[src/rtl/data_mem_arbiter.sv]
// Two-port (CPU/DMA) arbiter in front of a single-port data memory with a combinational read.
// Each access walks IDLE -> ACCESS -> RESP; ties are broken round-robin.
module data_mem_arbiter #(
   parameter int unsigned MEM_WORDS = 256
) (
   input  logic        clk,
   input  logic        reset,
   input  logic        req0,
   input  logic        req1,
   input  logic        we0,
   input  logic        we1,
   input  logic [31:0] addr0,
   input  logic [31:0] addr1,
   input  logic [31:0] wdata0,
   input  logic [31:0] wdata1,
   output logic        ack0,
   output logic        ack1,
   output logic [31:0] rdata0,
   output logic [31:0] rdata1,
   output logic        err0,
   output logic        err1,
   output logic [31:0] mem_address,
   output logic        mem_wrEn,
   output logic [31:0] mem_data_in,
   input  logic [31:0] mem_data_out,
   output logic        busy
);

   typedef enum logic [1:0] {
      IDLE   = 2'd0,
      ACCESS = 2'd1,
      RESP   = 2'd2
   } state_t;

   state_t      state, state_n;
   logic        last_grant, last_grant_n;
   logic        grant_id, grant_id_n;
   logic        acc_err, acc_err_n;
   logic [31:0] mem_address_n, mem_data_in_n;
   logic        mem_wrEn_n;
   logic        ack0_n, ack1_n, err0_n, err1_n;
   logic [31:0] rdata0_n, rdata1_n;

   logic        win;
   logic        win_we;
   logic [31:0] win_addr, win_wdata;
   logic        win_err;

   always_comb begin
      // On a tie the port that did not win last time gets the grant.
      win       = (req0 && req1) ? ~last_grant : req1;
      win_we    = win ? we1 : we0;
      win_addr  = win ? addr1 : addr0;
      win_wdata = win ? wdata1 : wdata0;
      win_err   = (win_addr[1:0] != 2'b00) ||
                  ({1'b0, win_addr[31:2]} >= 31'(MEM_WORDS));
   end

   always_comb begin
      state_n       = state;
      last_grant_n  = last_grant;
      grant_id_n    = grant_id;
      acc_err_n     = acc_err;
      mem_address_n = mem_address;
      mem_wrEn_n    = mem_wrEn;
      mem_data_in_n = mem_data_in;
      ack0_n        = 1'b0;
      ack1_n        = 1'b0;
      err0_n        = 1'b0;
      err1_n        = 1'b0;
      rdata0_n      = '0;
      rdata1_n      = '0;
      unique case (state)
         IDLE: begin
            mem_address_n = '0;
            mem_wrEn_n    = 1'b0;
            mem_data_in_n = '0;
            if (req0 || req1) begin
               grant_id_n    = win;
               last_grant_n  = win;
               acc_err_n     = win_err;
               mem_address_n = win_addr;
               mem_data_in_n = win_wdata;
               mem_wrEn_n    = win_we && !win_err;
               state_n       = ACCESS;
            end
         end
         ACCESS: begin
            mem_address_n = '0;
            mem_wrEn_n    = 1'b0;
            mem_data_in_n = '0;
            state_n       = RESP;
            // Response registers load here so ack/err/rdata appear together in RESP.
            if (grant_id) begin
               ack1_n   = 1'b1;
               err1_n   = acc_err;
               rdata1_n = acc_err ? '0 : mem_data_out;
            end else begin
               ack0_n   = 1'b1;
               err0_n   = acc_err;
               rdata0_n = acc_err ? '0 : mem_data_out;
            end
         end
         RESP: begin
            state_n = IDLE;
         end
         default: begin
            state_n = IDLE;
         end
      endcase
   end

   always_ff @(posedge clk) begin
      if (reset) begin
         state       <= IDLE;
         last_grant  <= 1'b1;
         grant_id    <= 1'b0;
         acc_err     <= 1'b0;
         mem_address <= '0;
         mem_wrEn    <= 1'b0;
         mem_data_in <= '0;
         ack0        <= 1'b0;
         ack1        <= 1'b0;
         err0        <= 1'b0;
         err1        <= 1'b0;
         rdata0      <= '0;
         rdata1      <= '0;
      end else begin
         state       <= state_n;
         last_grant  <= last_grant_n;
         grant_id    <= grant_id_n;
         acc_err     <= acc_err_n;
         mem_address <= mem_address_n;
         mem_wrEn    <= mem_wrEn_n;
         mem_data_in <= mem_data_in_n;
         ack0        <= ack0_n;
         ack1        <= ack1_n;
         err0        <= err0_n;
         err1        <= err1_n;
         rdata0      <= rdata0_n;
         rdata1      <= rdata1_n;
      end
   end

   assign busy = (state != IDLE);

endmodule

[config.mk]
export PLATFORM = sky130hd
export DESIGN_NAME = data_mem_arbiter
export DESIGN_NICKNAME = d
export VERILOG_FILES = /design/src/rtl/data_mem_arbiter.sv
export SDC_FILE = /design/constraint.sdc
export NUM_CORES = 1
export LEC_CHECK = 0
export ABC_AREA = 1
export BUFFER_PORTS_ARGS = -buffer_cell sky130_fd_sc_hd__buf_2
export CAP_MARGIN = 20
export CORE_AREA = 4 4 115 117
export DETAILED_ROUTE_END_ITERATION = 12
export DIE_AREA = 0 0 119 121
export GPL_ROUTABILITY_DRIVEN = 0
export GPL_TIMING_DRIVEN = 0
export HOLD_SLACK_MARGIN = 0.03
export PLACE_DENSITY_LB_ADDON = 0.08
export SYNTH_ARGS = -nofsm -noshare
export SYNTH_HDL_FRONTEND = slang
export SYNTH_SLANG_ARGS = --single-unit
[constraint.sdc]
create_clock -name clk -period 1.7 [get_ports clk]
set_clock_uncertainty 0.15 [all_clocks]
set_input_delay 0 -clock clk [delete_from_list [all_inputs] [get_ports clk]]
set_output_delay 0 -clock clk [all_outputs]
set_load 0.02 [all_outputs]
* Yosys cells after proc, flatten, opt, wreduce, memory -nomap -nowiden
Index checks and enable logic that the tools add are counted.
** Operators by class
- $lt $le $gt $ge :: 1
- Equality and inequality tests :: 2
- Muxes and demuxes :: 15
- Bitwise logic cells :: 3
- Reductions and logical operators :: 13
** Operators by type and width (count)
- 32-bit two-way mux :: 5
- 32-bit case mux with 2 select lines :: 2
- 30-bit by 9-bit >= comparator with 1-bit output, second input constant :: 1
- 2-bit nonzero test :: 3
- 3-bit OR reduction :: 2
- 1-bit two-way mux :: 5
- 2-bit case mux with 2 select lines :: 1
- 1-bit NOT :: 3
- 2-bit by 1-bit == test with 1-bit output, second input constant :: 1
- 1-bit logical AND :: 2
- 2-bit zero test :: 1
- 1-bit logical OR :: 2
- 2-bit two-way mux :: 1
- 2-bit inequality test, second input constant :: 1
- 1-bit case mux with 2 select lines :: 1
- 2-bit AND reduction :: 1
- 2-bit OR reduction :: 1
- 1-bit zero test :: 1
** Word-level totals
- Register bits :: 138
- Output and inout port bits :: 134
- Logic and storage cells :: 47

* Logic depth before layout (Yosys ltp)
Gate-level depths: netlist of run 1.
- Depth after elaboration :: 9
- Depth in mapped cells :: 12
- Mapped depth without buffers :: 11

* Worst setup path after synthesis of run 1
No wires, ideal clock.
- Path type :: reg2reg
- From :: register last_grant
- To :: register acc_err
- Setup time :: 0.109 ns
- Arrival :: 1.211 ns
- Setup slack :: 0.230 ns
- Cell stages (with the launch flop) :: 13
- Buffers on the path :: 1
- Cells stage by stage :: dfxtp_1 nand2_2 nand2_2 buf_4 nand2_1 nand2_1 nand2_1 nor2_1 nand2_1 nor2_1 nand3_1 nand2_1 inv_1
** Between the ends
- Longest elaborated chain between the ends :: 5
- Elaborated cells between the ends (all ways) :: 6
- Classes of those cells :: order compare (1); mux (2); bitwise (1); reduce/logical (2)
** RTL lines
- start: declaration :: line 36 : logic last_grant, last_grant_n;
- start signal: assignment :: line 130 : last_grant <= last_grant_n;
- 1-bit NOT (*) :: line 51 : win = (req0 && req1) ? ~last_grant : req1;
- 1-bit two-way mux (*) :: line 51
- 32-bit two-way mux (*) :: line 53 : win_addr = win ? addr1 : addr0;
- 30-bit by 9-bit >= comparator with 1-bit output or 2-bit nonzero test (tied branches) :: line 56, 55
- 1-bit logical OR (*) :: line 55 : win_err = (win_addr[1:0] != 2'b00) ||
- end signal: assignment :: line 132 : acc_err <= acc_err_n;
- end: declaration :: line 38 : logic acc_err, acc_err_n;
Every way passes the cells marked *; elsewhere a longest branch is shown, timed or not.
A chain may end at the register's enable or synchronous reset.

* Final worst setup path of run 1
Same ends and word-level chain as after synthesis.

==> results list, run 1 <==
- Layout net count: 1278
* Post-detailed-placement cell area: 6830 um^2
- Using the TritonRoute via totals, the vias-per-cell ratio works out to 4.88.
- Row generation in the floorplan step produced 41 rows.
- Number of global-route vias before repair: 6668
- The signal on the critical path passes through nand2_4 > nand2_8 > clkbuf_16 > o21ai_4 > nand2_1 > nor2_1 > nand2_1 > nor2_2 > nand3_2 > nand2_1 > inv_1.
* Syn Inst Count: 626
- For met2 alone, demand over resource in global routing was 50.0%.
* Largest fanout on the critical path: 6
- With fillers left out, the area of the finished cells amounts to 9330 um^2.
- The core region is 12400 um^2.
* Number of endpoints failing setup at the final stage: 0
- Measured against its own limit, the worst slew margin works out to 66.3%.
* Horizontal extent of the die: 119 um
- The synthesized netlist contains 25 unique library cells.
* TritonCTS clock tree: built
- Of the synthesized area, sequential elements account for 53.9%.
* Mapped Nets: 792
- Effective utilization at floorplan: 41.5%
- At the placement stage, the worst setup path has a slack of -0.176 ns.
* Type of the worst min-delay path: input port to flip-flop
* Number of warnings issued by yosys: 0
- Global routing used 7.55% of the available met3 tracks.
* Clock slew at reported path FFs: 0.06 ns
- Critical path required time: 1.87 ns
* Detailed Place HPWL: 12.9 mm
* Global Route met1 Usage: 30.2%
- The clock net in this run drives a total of 138 sinks.
- By area the synthesized netlist is led by sky130_fd_sc_hd__dfxtp_1, sky130_fd_sc_hd__nand2_1, sky130_fd_sc_hd__nor3_1, sky130_fd_sc_hd__o21ai_0, sky130_fd_sc_hd__o21bai_1.
- Setup CP Type: flip-flop to flip-flop
- Cell area after technology mapping: 5120 um^2
- After detailed routing, the average wire length per cell comes to 16.0 um.
- In this run the power density over the cells is 978 nW/um^2.
- The share of synthesized area in the top cell type comes to 53.9%.
- The largest individual stage delay along the critical path comes from the cell sky130_fd_sc_hd__dfxtp_2.
- Across all layers, the routed design uses 6338 vias.
* Max-capacitance violation count: 0
- Arrival time at the worst endpoint: 1.86 ns
* Total leakage power: 4.63 nW
- Largest net degree at the start of global routing: 17
- The first global-routing pass estimated 32.6 mm of wire.
* First-pass iteration count of the detailed router: 5
- The worst path needs 1.69 ns of the cycle, external delays included.
- Summed over all instances, the cell type with the most area after synthesis is sky130_fd_sc_hd__dfxtp_1.
- Antenna violations before repair: 1
* Post-Layout Cell Count: 1298
- Summed over all layers, the global routing overflow is 0.
* Setup total negative slack: 0 ns
- Synth Register Bits: 138
- By instance count, the cell type seen most on the critical path is sky130_fd_sc_hd__nand2_1.
- Status: finished clean
- Fraction of final layout cells sized beyond drive strength 1: 34.1%
* Delay contributed by the slowest stage of the critical path: 0.33 ns
- After layout, the worst path uses 99.6% of the clock period.
- Post-route antenna net violation count: 0
- The root buffer cell chosen for the clock tree is sky130_fd_sc_hd__clkbuf_16.
- The final count of hold timing violations came to 0.
- Gate family responsible for the most delay along the worst path: simple AND/OR/NAND/NOR gates
- I/O Pins: 300
- At the pin with the least slew margin, the transition time is 0.506 ns.
- The floorplan step set the die height to 121 um.
- Critical Path Sink Type: flip-flop
- Counting the buffers created by CTS gives 17.
- Based on the critical path, the design can be clocked at up to 0.591 GHz.
- Slew Limit Fails: 0
* Overall power consumption: 9.13 mW
- The global routing stage identified its most utilized layer as met2.
* Global-route usage over all layers: 28.2%
- After detailed routing, the total wire length is 20.8 mm.
- IO buf count: 297
* Longest Clk Path Bufs: 2
- Clock latency on the worst-skew pair, taken at its later pin, is 0.41 ns.
- A synthesized cell averages 8.19 um^2.
- The die covers 14400 um^2.
- The clock tree synthesis step divided the H-tree into 4 levels.
- From synthesis to final layout, the design area changed by 82.1%.
- Remaining routing DRC violations: 0
* Unrepaired setup endpoints after global routing: true
- Maximum ir drop on the vdd rail: 0.000614 V
- After detailed placement, the design holds a cell count of 1095.
- Worst setup SP type: flip-flop
- Setup slack closes at 0.00743 ns.
- Number of DRC markers in iteration 0: 375
- Counting both buffers and inverters, the worst setup path holds a total of 2.
cells in the mapped netlist (all sizes together):
| cell | count |
|---|---|
| clkbuf | 26 |
| nor3 | 64 |
| o21bai | 32 |
| o31ai | 8 |
| nand3b | 14 |
| buf | 21 |
| a32o | 8 |
| nor2 | 31 |
| dfxtp | 138 |
| clkinv | 1 |
| o21ai | 50 |
| inv | 58 |
| a21oi | 36 |
| nand3 | 28 |
| nand2 | 111 |
cell families (layout without fill, tap and decap cells):
| group | after synthesis | after routing | synth area share (%) |
|---|---|---|---|
| flip-flops | 138 | 138 | 53.9 |
| AND/OR/NAND/NOR | 248 | 248 | 21.7 |
| buffers and inverters | 106 | 605 | 8.47 |
| other | 0 | 1 | 0 |
| AO/OA/AOI/OAI | 134 | 134 | 15.9 |
worst paths after layout:
path | to | slack, ns | depth (start not counted) | start
max | acc_err | 0.007 | 11 | last_grant
min | rdata0[5] | 0.22 | 4 | mem_data_out[5]
max reg2reg | acc_err | 0.007 | 11 | last_grant
min reg2reg | mem_data_in[1] | 0.31 | 2 | mem_data_in[1]
layout by cell type (no fill, tap or decap), types with 3 or more instances in the layout:
master	instances
sky130_fd_sc_hd__o31ai_1	7
sky130_fd_sc_hd__clkbuf_1	14
sky130_fd_sc_hd__nor3_1	64
sky130_fd_sc_hd__clkbuf_16	19
sky130_fd_sc_hd__buf_2	304
sky130_fd_sc_hd__buf_4	6
sky130_fd_sc_hd__nand3b_1	14
sky130_fd_sc_hd__clkbuf_2	13
sky130_fd_sc_hd__inv_1	56
sky130_fd_sc_hd__nand2_1	107
sky130_fd_sc_hd__nor2_1	26
sky130_fd_sc_hd__nand3_1	27
sky130_fd_sc_hd__clkinv_4	5
sky130_fd_sc_hd__o21ai_0	48
sky130_fd_sc_hd__a32o_1	8
sky130_fd_sc_hd__o21bai_1	32
sky130_fd_sc_hd__buf_6	3
sky130_fd_sc_hd__clkbuf_4	4
sky130_fd_sc_hd__dlygate4sd3_1	166
sky130_fd_sc_hd__bufinv_16	4
sky130_fd_sc_hd__inv_6	3
sky130_fd_sc_hd__a21oi_1	36
sky130_fd_sc_hd__dfxtp_1	136
sky130_fd_sc_hd__nor2_2	3
routing by layer:
metal  wire length (um)  vias up
met5                  0        -
met4                998        0
met3               1420       80
met2              10600      323
met1               7770     2888
li1                   -     3047
area by class of cell:
| type | count | area [um^2] |
|---|---|---|
| diodes | 1 | 2.50 |
| plain buffers | 47 | 277 |
| clock buffers | 17 | 425 |
| clock inverters | 15 | 214 |
| fillers | 874 | 3030 |
| inverters | 59 | 228 |
| multi-input cells | 382 | 1990 |
| flip-flops and latches | 138 | 2770 |
| well taps | 172 | 215 |
| repair buffers | 467 | 3210 |
state kept, by name, summed over array words and instances (netlist names):
name / cells
rdata0: 32
last_grant: 1
state: 2
rdata1: 32
err1: 1
acc_err: 1
mem_address: 32
mem_data_in: 32
ack1: 1
err0: 1
mem_wrEn: 1
grant_id: 1
ack0: 1
worst register-to-register path: stages (launching register included):
cell                        delay (ns)
sky130_fd_sc_hd__dfxtp_2          0.33
sky130_fd_sc_hd__nand2_4          0.11
sky130_fd_sc_hd__nand2_8          0.10
sky130_fd_sc_hd__clkbuf_16        0.17
sky130_fd_sc_hd__o21ai_4          0.14
sky130_fd_sc_hd__nand2_1          0.07
sky130_fd_sc_hd__nor2_1           0.09
sky130_fd_sc_hd__nand2_1          0.09
sky130_fd_sc_hd__nor2_2           0.15
sky130_fd_sc_hd__nand3_2          0.10
sky130_fd_sc_hd__nand2_1          0.06
sky130_fd_sc_hd__inv_1            0.03
through the flow:
stage                     util, %  hold WS [ns]
after detailed placement     55.2         0.103
after floorplan                 -      -0.00964
after CTS                    74.2         0.213
final                        75.5         0.225
after global routing         75.5         0.242
after global placement       55.2        0.0986
repair_timing:
action                                  CTS  global route
setup buffers                             1             1
endpoints found under the setup margin   55           108
resized for setup                        12            50
pin swaps                                 1             2
hold buffers                            166             0
cloned                                    0             2
endpoints found under the hold margin   133             0
report_power, final:
part	switching (mW)	leakage, nW	total [mW]	internal (mW)
sequential	0.0819	1.13	3.48	3.40
combinational	0.895	3.19	1.66	0.768
clock	1.50	0.310	3.98	2.49
total	2.47	4.63	9.13	6.65
Note: power is estimated with default switching activity, not from simulation.
==> run 2: changes to the inputs <==
--- a/config.mk
+++ b/config.mk
@@ -5,16 +5,16 @@
 export SDC_FILE = /design/constraint.sdc
 export NUM_CORES = 1
 export LEC_CHECK = 0
-export ABC_AREA = 1
 export BUFFER_PORTS_ARGS = -buffer_cell sky130_fd_sc_hd__buf_2
 export CAP_MARGIN = 20
-export CORE_AREA = 4 4 115 117
+export CORE_AREA = 4 4 113 115
 export DETAILED_ROUTE_END_ITERATION = 12
-export DIE_AREA = 0 0 119 121
+export DIE_AREA = 0 0 117 119
 export GPL_ROUTABILITY_DRIVEN = 0
 export GPL_TIMING_DRIVEN = 0
 export HOLD_SLACK_MARGIN = 0.03
 export PLACE_DENSITY_LB_ADDON = 0.08
+export SLEW_MARGIN = 20
 export SYNTH_ARGS = -nofsm -noshare
 export SYNTH_HDL_FRONTEND = slang
 export SYNTH_SLANG_ARGS = --single-unit
==> run 2 against run 1 <==
  * Global-route usage fell by 1.8 points
  * Largest cell class unchanged
  * Synthesized area fell by 3.1%
  * Critical path depth fell by 5
  * Critical path type unchanged
==> results list, run 2 <==
* Largest fanout on the critical path: 10
* Slew Limit Fails: 0
* Buffering stage count on the worst path with inverters included: 2
* Top library cells by usage in the layout, fill and taps aside: sky130_fd_sc_hd__buf_2, sky130_fd_sc_hd__dlygate4sd3_1, sky130_fd_sc_hd__dfxtp_1, sky130_fd_sc_hd__nor2_1, sky130_fd_sc_hd__nand2_1
- The number of nets in the synthesized netlist is 670.
* Longest Clk Path Bufs: 2
- Global-route wire length before repair: 28.8 mm
* Setup CP Type: flip-flop to flip-flop
* Leading cell types by total area after synthesis: sky130_fd_sc_hd__dfxtp_1, sky130_fd_sc_hd__nor2_1, sky130_fd_sc_hd__mux2_2, sky130_fd_sc_hd__mux2i_1, sky130_fd_sc_hd__a22oi_1
- Total leakage power: 4.37 nW
* Final Core Density: 75.8%
- For this run, design rule violations remaining after detail routing come to 0.
- Vias per cell: 4.91
* Detailed-route wire length per cell: 16.3 um
* First-pass iteration count of the detailed router: 5
- The number of antenna violations at the first check in global routing came to 1.
* Hold WS: 0.220 ns
* Critical path's slowest cell: sky130_fd_sc_hd__mux2_2
- After synthesis, the mean cell area works out to 9.85 um^2.
- At the worst endpoint, the required time is 1.83 ns.
* Sequential area share after synthesis: 55.6%
- Pwr per Cell Area: 959 nW/um^2
- For met2 alone, demand over resource in global routing was 45.9%.
* Number of placement rows: 40
* Most heavily used metal layer in global routing: met2
- Synth Register Bits: 138
* Drt total wl: 18.7 mm
- Once detail routing completed, the nets flagged for antenna violations numbered 0.
- Die Footprint: 13900 um^2
* Number of buffers inserted during clock tree synthesis: 17
* I/O Pins: 300
- Layout overhead on the synthesized area: 80.2%
* Fraction of final layout cells sized beyond drive strength 1: 39.6%
* Worst setup SP type: flip-flop
- The library cell used most frequently in the layout, excluding fill and tap cells, is sky130_fd_sc_hd__buf_2.
- In the synthesized netlist the async set-or-reset flop fraction comes to 0%.
- Layout net count: 1157
- Delay contributed by the slowest stage of the critical path: 0.36 ns
- The clock tree synthesis step divided the H-tree into 4 levels.
- The share of total power dissipated in combinational logic is 17.9%.
- Max transition margin: 69.7%
- The synthesized design contains 0 enable-type register cells.
- During placement, the flow inserted port buffers numbering 299.
- Global-route usage over all layers: 26.5%
- Status: finished clean
- The biggest area contributor in the post-synthesis netlist is sky130_fd_sc_hd__dfxtp_1.
- Area share of the largest cell type after synthesis: 55.6%
* Final clock period utilization by the worst path: 97.1%
- Yosys printed 0 warnings.
* Type of the worst min-delay path: input port to flip-flop
* Grt total ovfl: 0
- Global routing used 26.5% of the available met1 tracks.
- Cell internal power was estimated by the tool at 6.40 mW.
* Standard cell core area: 11800 um^2
- After detailed placement, the total cell area comes to 6650 um^2.
* TritonCTS clock tree: built
- Maximum ir drop on the vdd rail: 0.000563 V
* Most instantiated library cell after synthesis: sky130_fd_sc_hd__dfxtp_1
* Setup total negative slack: 0 ns
- The via count of the first global-routing pass was 6023.
* Slew @ Worst Pin: 0.450 ns
* Largest net degree at the start of global routing: 17
- Registers are responsible for 40.3% of the overall power.
* Leading post-synthesis cells by instance count: sky130_fd_sc_hd__dfxtp_1, sky130_fd_sc_hd__nor2_1, sky130_fd_sc_hd__nand2_1
- Cell area after technology mapping: 4970 um^2
- The die is 117 um wide.
- Detailed Place HPWL: 11.9 mm
- The first routing iteration left 277 violations.
- After filler insertion, the fill cell instance count of the layout stands at 808.
* Number of placed instances with taps included: 950
- Final Hold Viols: 0
* Syn Inst Count: 504
- Max-capacitance violation count: 0
- Post-route cell area: 8950 um^2
- In this run, distinct cell masters in the synthesized netlist total 32.
* Arrival time at the worst endpoint: 1.78 ns
- For this block, the via count after detailed routing is 5655.
- In the synthesized netlist the dominant register cell turns out to be sky130_fd_sc_hd__dfxtp_1.
- In this run the power spent charging and discharging nets is 2.19 mW.
- For this run, the number of standard cells in the final layout without fillers is 1152.
- Part of the power in the clock network: 41.9%
* Overall power consumption: 8.59 mW
- The kind of cell with the highest combined delay along the critical path is multiplexers.
* Fraction of power spent switching nets: 25.5%
- Critical Path Sink Type: flip-flop
- The floorplan step set the die height to 119 um.
* Effective utilization at floorplan: 42.0%
* FMAX: 0.606 GHz
* # clock sinks: 138
- Clock slew at reported path FFs: 0.06 ns
* Clock tree root buffer cell: sky130_fd_sc_hd__clkbuf_16
- Critical Path, Cell by Cell: a21boi_4 > buf_12 > buf_8 > mux2_2 > a22oi_2 > nor2_1
- Worst-case setup slack after placement: 0.00371 ns
- Global-route met3 utilization: 8.89%
- Number of endpoints failing setup at the final stage: 0
* Clock latency at the later pin of the worst-skew pair: 0.40 ns
- Once routing completed, OpenROAD measured the worst setup slack at 0.0496 ns.
* Shortest clock period the worst path allows after layout: 1.65 ns
-- run 2: cell types whose count changed after synthesis, sizes merged, moves of 27 or more --
cell,previous run,this run
a22oi,0,33
mux2i,0,32
a21oi,36,1
nand2,111,66
mux2,0,33
nor3,64,0
nand3,28,1
nor2,31,100
o21bai,32,0
inv,58,4
-- run 2: timing repair --
item | in CTS | in global routing
pin swaps | 1 | 2
endpoints found under the setup margin | 3 | 58
buffers inserted | 1 | 2
hold endpoints to repair | 134 | 0
cloned | 0 | 1
hold buffers | 165 | 0
gates resized for setup | 2 | 11
-- run 2: per-layer routing --
layer,up-vias,routed length (um)
met5,-,0
met4,0,1100
met3,89,1530
met2,290,9310
met1,2586,6790
li1,2690,-
-- run 2: kinds of logic after synthesis --
kind of cell	Yosys count	share of synthesized area, %
compound gates	73	9.75
buf+inv	41	5.06
flops	138	55.6
mux	65	13.9
simple gates	187	15.6
-- run 2: cell type report --
class	instances	area (um^2)	area share, %
diodes	1	2.50	0.0280
plain buffers	36	250	2.80
clock buffers	22	464	5.19
clock inverters	10	119	1.33
inverters	5	18.8	0.210
multi-input cells	325	1960	21.9
flip-flops and latches	138	2760	30.9
well taps	147	184	2.06
repair buffers	468	3190	35.6
-- run 2: worst paths after layout --
check / from / to / slack [ns] / depth (start not counted)
setup reg to reg: last_grant / mem_data_in[20] / 0.05 / 6
hold / removal: mem_data_out[18] / rdata0[18] / 0.22 / 4
hold reg to reg: mem_address[21] / mem_address[21] / 0.29 / 2
setup / recovery: last_grant / mem_data_in[20] / 0.05 / 6
-- run 2: power groups by stage --
stage / Combinational, mW / Clock (mW) / Sequential (mW)
after floorplan: 0.515 / 0 / 3.70
after global placement: 1.16 / 0 / 3.52
after detailed placement: 1.18 / 0 / 3.52
after CTS: 1.48 / 3.64 / 3.46
after global routing: 1.65 / 3.79 / 3.47
final: 1.53 / 3.59 / 3.46
-- run 2: worst min-delay path, stage by stage --
cell and delay [ns]:
sky130_fd_sc_hd__dlygate4sd3_1 0.52, sky130_fd_sc_hd__buf_2 0.09, sky130_fd_sc_hd__nand2_1 0.06, sky130_fd_sc_hd__nor2_1 0.07
==> run 3: changes to the inputs <==
--- a/config.mk
+++ b/config.mk
@@ -14,6 +14,7 @@
 export GPL_TIMING_DRIVEN = 0
 export HOLD_SLACK_MARGIN = 0.03
 export PLACE_DENSITY_LB_ADDON = 0.08
+export SETUP_SLACK_MARGIN = 0.2
 export SLEW_MARGIN = 20
 export SYNTH_ARGS = -nofsm -noshare
 export SYNTH_HDL_FRONTEND = slang
==> run 3 against run 2 <==
  * The run now ends with setup timing left
  * Final cell count rose by 1.5%
  * Worst setup slack got worse by 0.077 ns
  * Critical path depth rose by 1
  * Flip-flop and latch count did not move
  * Critical endpoint is now mem_data_in[10]
  * Largest power group unchanged
==> results list, run 3 (same netlist as run 2, synthesis figures left out) <==
- The run finished, with violations left.
- The checks that failed: setup timing.
- Most common cell after layout, fill and taps aside: sky130_fd_sc_hd__buf_2
- Longest Clk Path Bufs: 2
* Effective utilization at floorplan: 42.0%
- Data on the critical path is required at its endpoint by 1.83 ns.
- The max-slew violation total from the final report came to 0.
- The later pin in the worst-skew pair is clocked with a latency of 0.41 ns.
- Before antenna repair, the detailed router went through 4 iterations.
- The finished cells cover 9670 um^2.
* Largest net degree at the start of global routing: 17
* Vias per cell: 5.01
- Worst setup margin: -0.0270 ns
- In this run the register-to-register setup slack is -0.03 ns.
* Die Footprint: 13900 um^2
* Horizontal extent of the die: 117 um
* Drt total wl: 20.7 mm
- Standard cell core area: 11800 um^2
- Post-route antenna net violation count: 0
- Global routing used 27.7% of the available tracks.
- For the pin with the worst max-slew slack, the measured transition is 0.469 ns.
- After detailed placement, the total cell area comes to 6660 um^2.
- Unrepaired setup endpoints after global routing: true
* Detailed Place HPWL: 11.9 mm
- In the final routed layout, each cell accounts on average for 17.7 um.
- In this run the worst setup path terminates at mem_data_in[10].
* Arrival time at the worst endpoint: 1.86 ns
- Global-route wire length before repair: 30.0 mm
- Number of global-route vias before repair: 6137
- Max transition margin: 68.7%
- Layout overhead on the synthesized area: 94.7%
- Worst setup SP type: flip-flop
- Counting the buffers created by CTS gives 17.
* Shortest clock period the worst path allows after layout: 1.73 ns
* Largest fanout on the critical path: 5
- Type of the worst min-delay path: input port to flip-flop
* Worst setup path start: last_grant
- Pwr per Cell Area: 973 nW/um^2
* Critical Path, Cell by Cell: a21boi_4 > buf_4 > buf_6 > buf_16 > mux2_4 > a22oi_2 > nor2_1
- Remaining routing DRC violations: 0
- Setup violations remaining at the end of the flow were counted as 4.
* Worst reg2reg path startpoint: last_grant
- The critical path in this run is classified as flip-flop to flip-flop.
- Final clock period utilization by the worst path: 102%
- Final Hold Viols: 0
* I/O Pins: 300
* Clock slew at reported path FFs: 0.06 ns
- Critical Path Sink Type: flip-flop
- Critical path's slowest cell: sky130_fd_sc_hd__dfxtp_2
- Timing would allow up to 0.579 GHz.
- Clock tree root buffer cell: sky130_fd_sc_hd__clkbuf_16
- Maximum ir drop on the vdd rail: 0.000728 V
* # clock sinks: 138
- Total leakage power: 4.68 nW
- In this run, the number of DRC markers left after iteration 0 of detailed routing was 299.
- Antenna violations before repair: 2
- After layout, the design draws a total of 9.40 mW.
- IO buf count: 299
* Number of placement rows: 40
- Top library cells by usage in the layout, fill and taps aside: sky130_fd_sc_hd__buf_2, sky130_fd_sc_hd__dlygate4sd3_1, sky130_fd_sc_hd__dfxtp_1, sky130_fd_sc_hd__nor2_1, sky130_fd_sc_hd__nand2_1
- Fraction of final layout cells sized beyond drive strength 1: 45.6%
- Depth of the worst register-to-register path: 7
- TritonCTS clock tree: built
- Delay contributed by the slowest stage of the critical path: 0.33 ns
* Routed via count: 5851
- Grt total ovfl: 0
* Max-capacitance violation count: 0
* Layout net count: 1172
- The die is 119 um tall.
- The clock tree synthesis step divided the H-tree into 4 levels.
- Capture instance of the worst register-to-register path: mem_data_in[10]
==> run 3: cell types whose count changed in the layout (fill, tap and decap cells not counted), sizes merged <==
cell,before,now
bufinv,2,5
clkinv,6,5
diode,1,3
clkbuf,34,33
buf,327,343
clkinvlp,3,1
==> run 3: metrics by stage <==
step           utilization, %  cells  worst slack, ns  hold slack, ns  setup TNS [ns]
4_1_cts                  79.8   1159           0.0400          -0.219               0
5_1_grt                  81.8   1168          -0.0547          0.0739          -0.550
3_5_place_dp             56.4    950           0.0342          0.0924               0
6_report                 81.9   1169          -0.0270          0.0662         -0.0380
2_1_floorplan               -    504            0.198        -0.00481               0
3_3_place_gp             56.4    950           0.0887          0.0871               0
==> run 3: layout make-up <==
class | count | area, um^2
Antenna cell | 3 | 7.51
Multi-Input combinational cell | 325 | 2320
Clock inverter | 10 | 189
Sequential cell | 138 | 2760
Fill cell | 673 | 2140
Clock buffer | 22 | 474
Tap cell | 147 | 184
Inverter | 5 | 18.8
Timing Repair Buffer | 483 | 3400
Buffer | 36 | 312
==> run 3: report_power, final <==
group | internal [mW] | total [mW] | switching [mW]
Combinational | 0.953 | 1.84 | 0.884
Clock | 2.73 | 4.09 | 1.36
Sequential | 3.39 | 3.48 | 0.0864
Total | 7.07 | 9.40 | 2.33
==> run 3: worst max-delay path, delay by kind of cell (launching register included) <==
family          cells  cell delay [ns]
flops               1             0.33
buf+inv             3             0.38
mux                 1             0.31
simple gates        1             0.06
compound gates      2             0.37
==> run 3: how the worst min path moves through the flow <==
stage | start | to | slack (ns) | cells after the start
floorplan | mem_data_out[0] | rdata0[0] | -0.005 | 2
global placement | mem_data_out[10] | rdata0[10] | 0.09 | 3
detailed placement | mem_data_out[12] | rdata0[12] | 0.09 | 3
CTS | req0 | last_grant | -0.22 | 3
global route | req0 | mem_data_in[31] | 0.07 | 5
finish | req0 | mem_data_in[31] | 0.07 | 5
==> run 3: per-layer routing <==
layer  part of all wire [%]  vias up  track usage (%)
met5                      0        -                0
met1                     35     2702             27.7
met3                    7.3      101             8.08
met4                    6.2        0             18.4
met2                     51      329             48.5
li1                       -     2719                -
==> run 3: repair_timing <==
item / 4_1_cts / 5_1_grt
resized for setup: 86 / 41
setup buffers: 10 / 5
endpoints found under the hold margin: 134 / 2
pin swaps: 34 / 9
hold buffers: 164 / 1
gates cloned: 3 / 1
endpoints found under the setup margin: 97 / 100
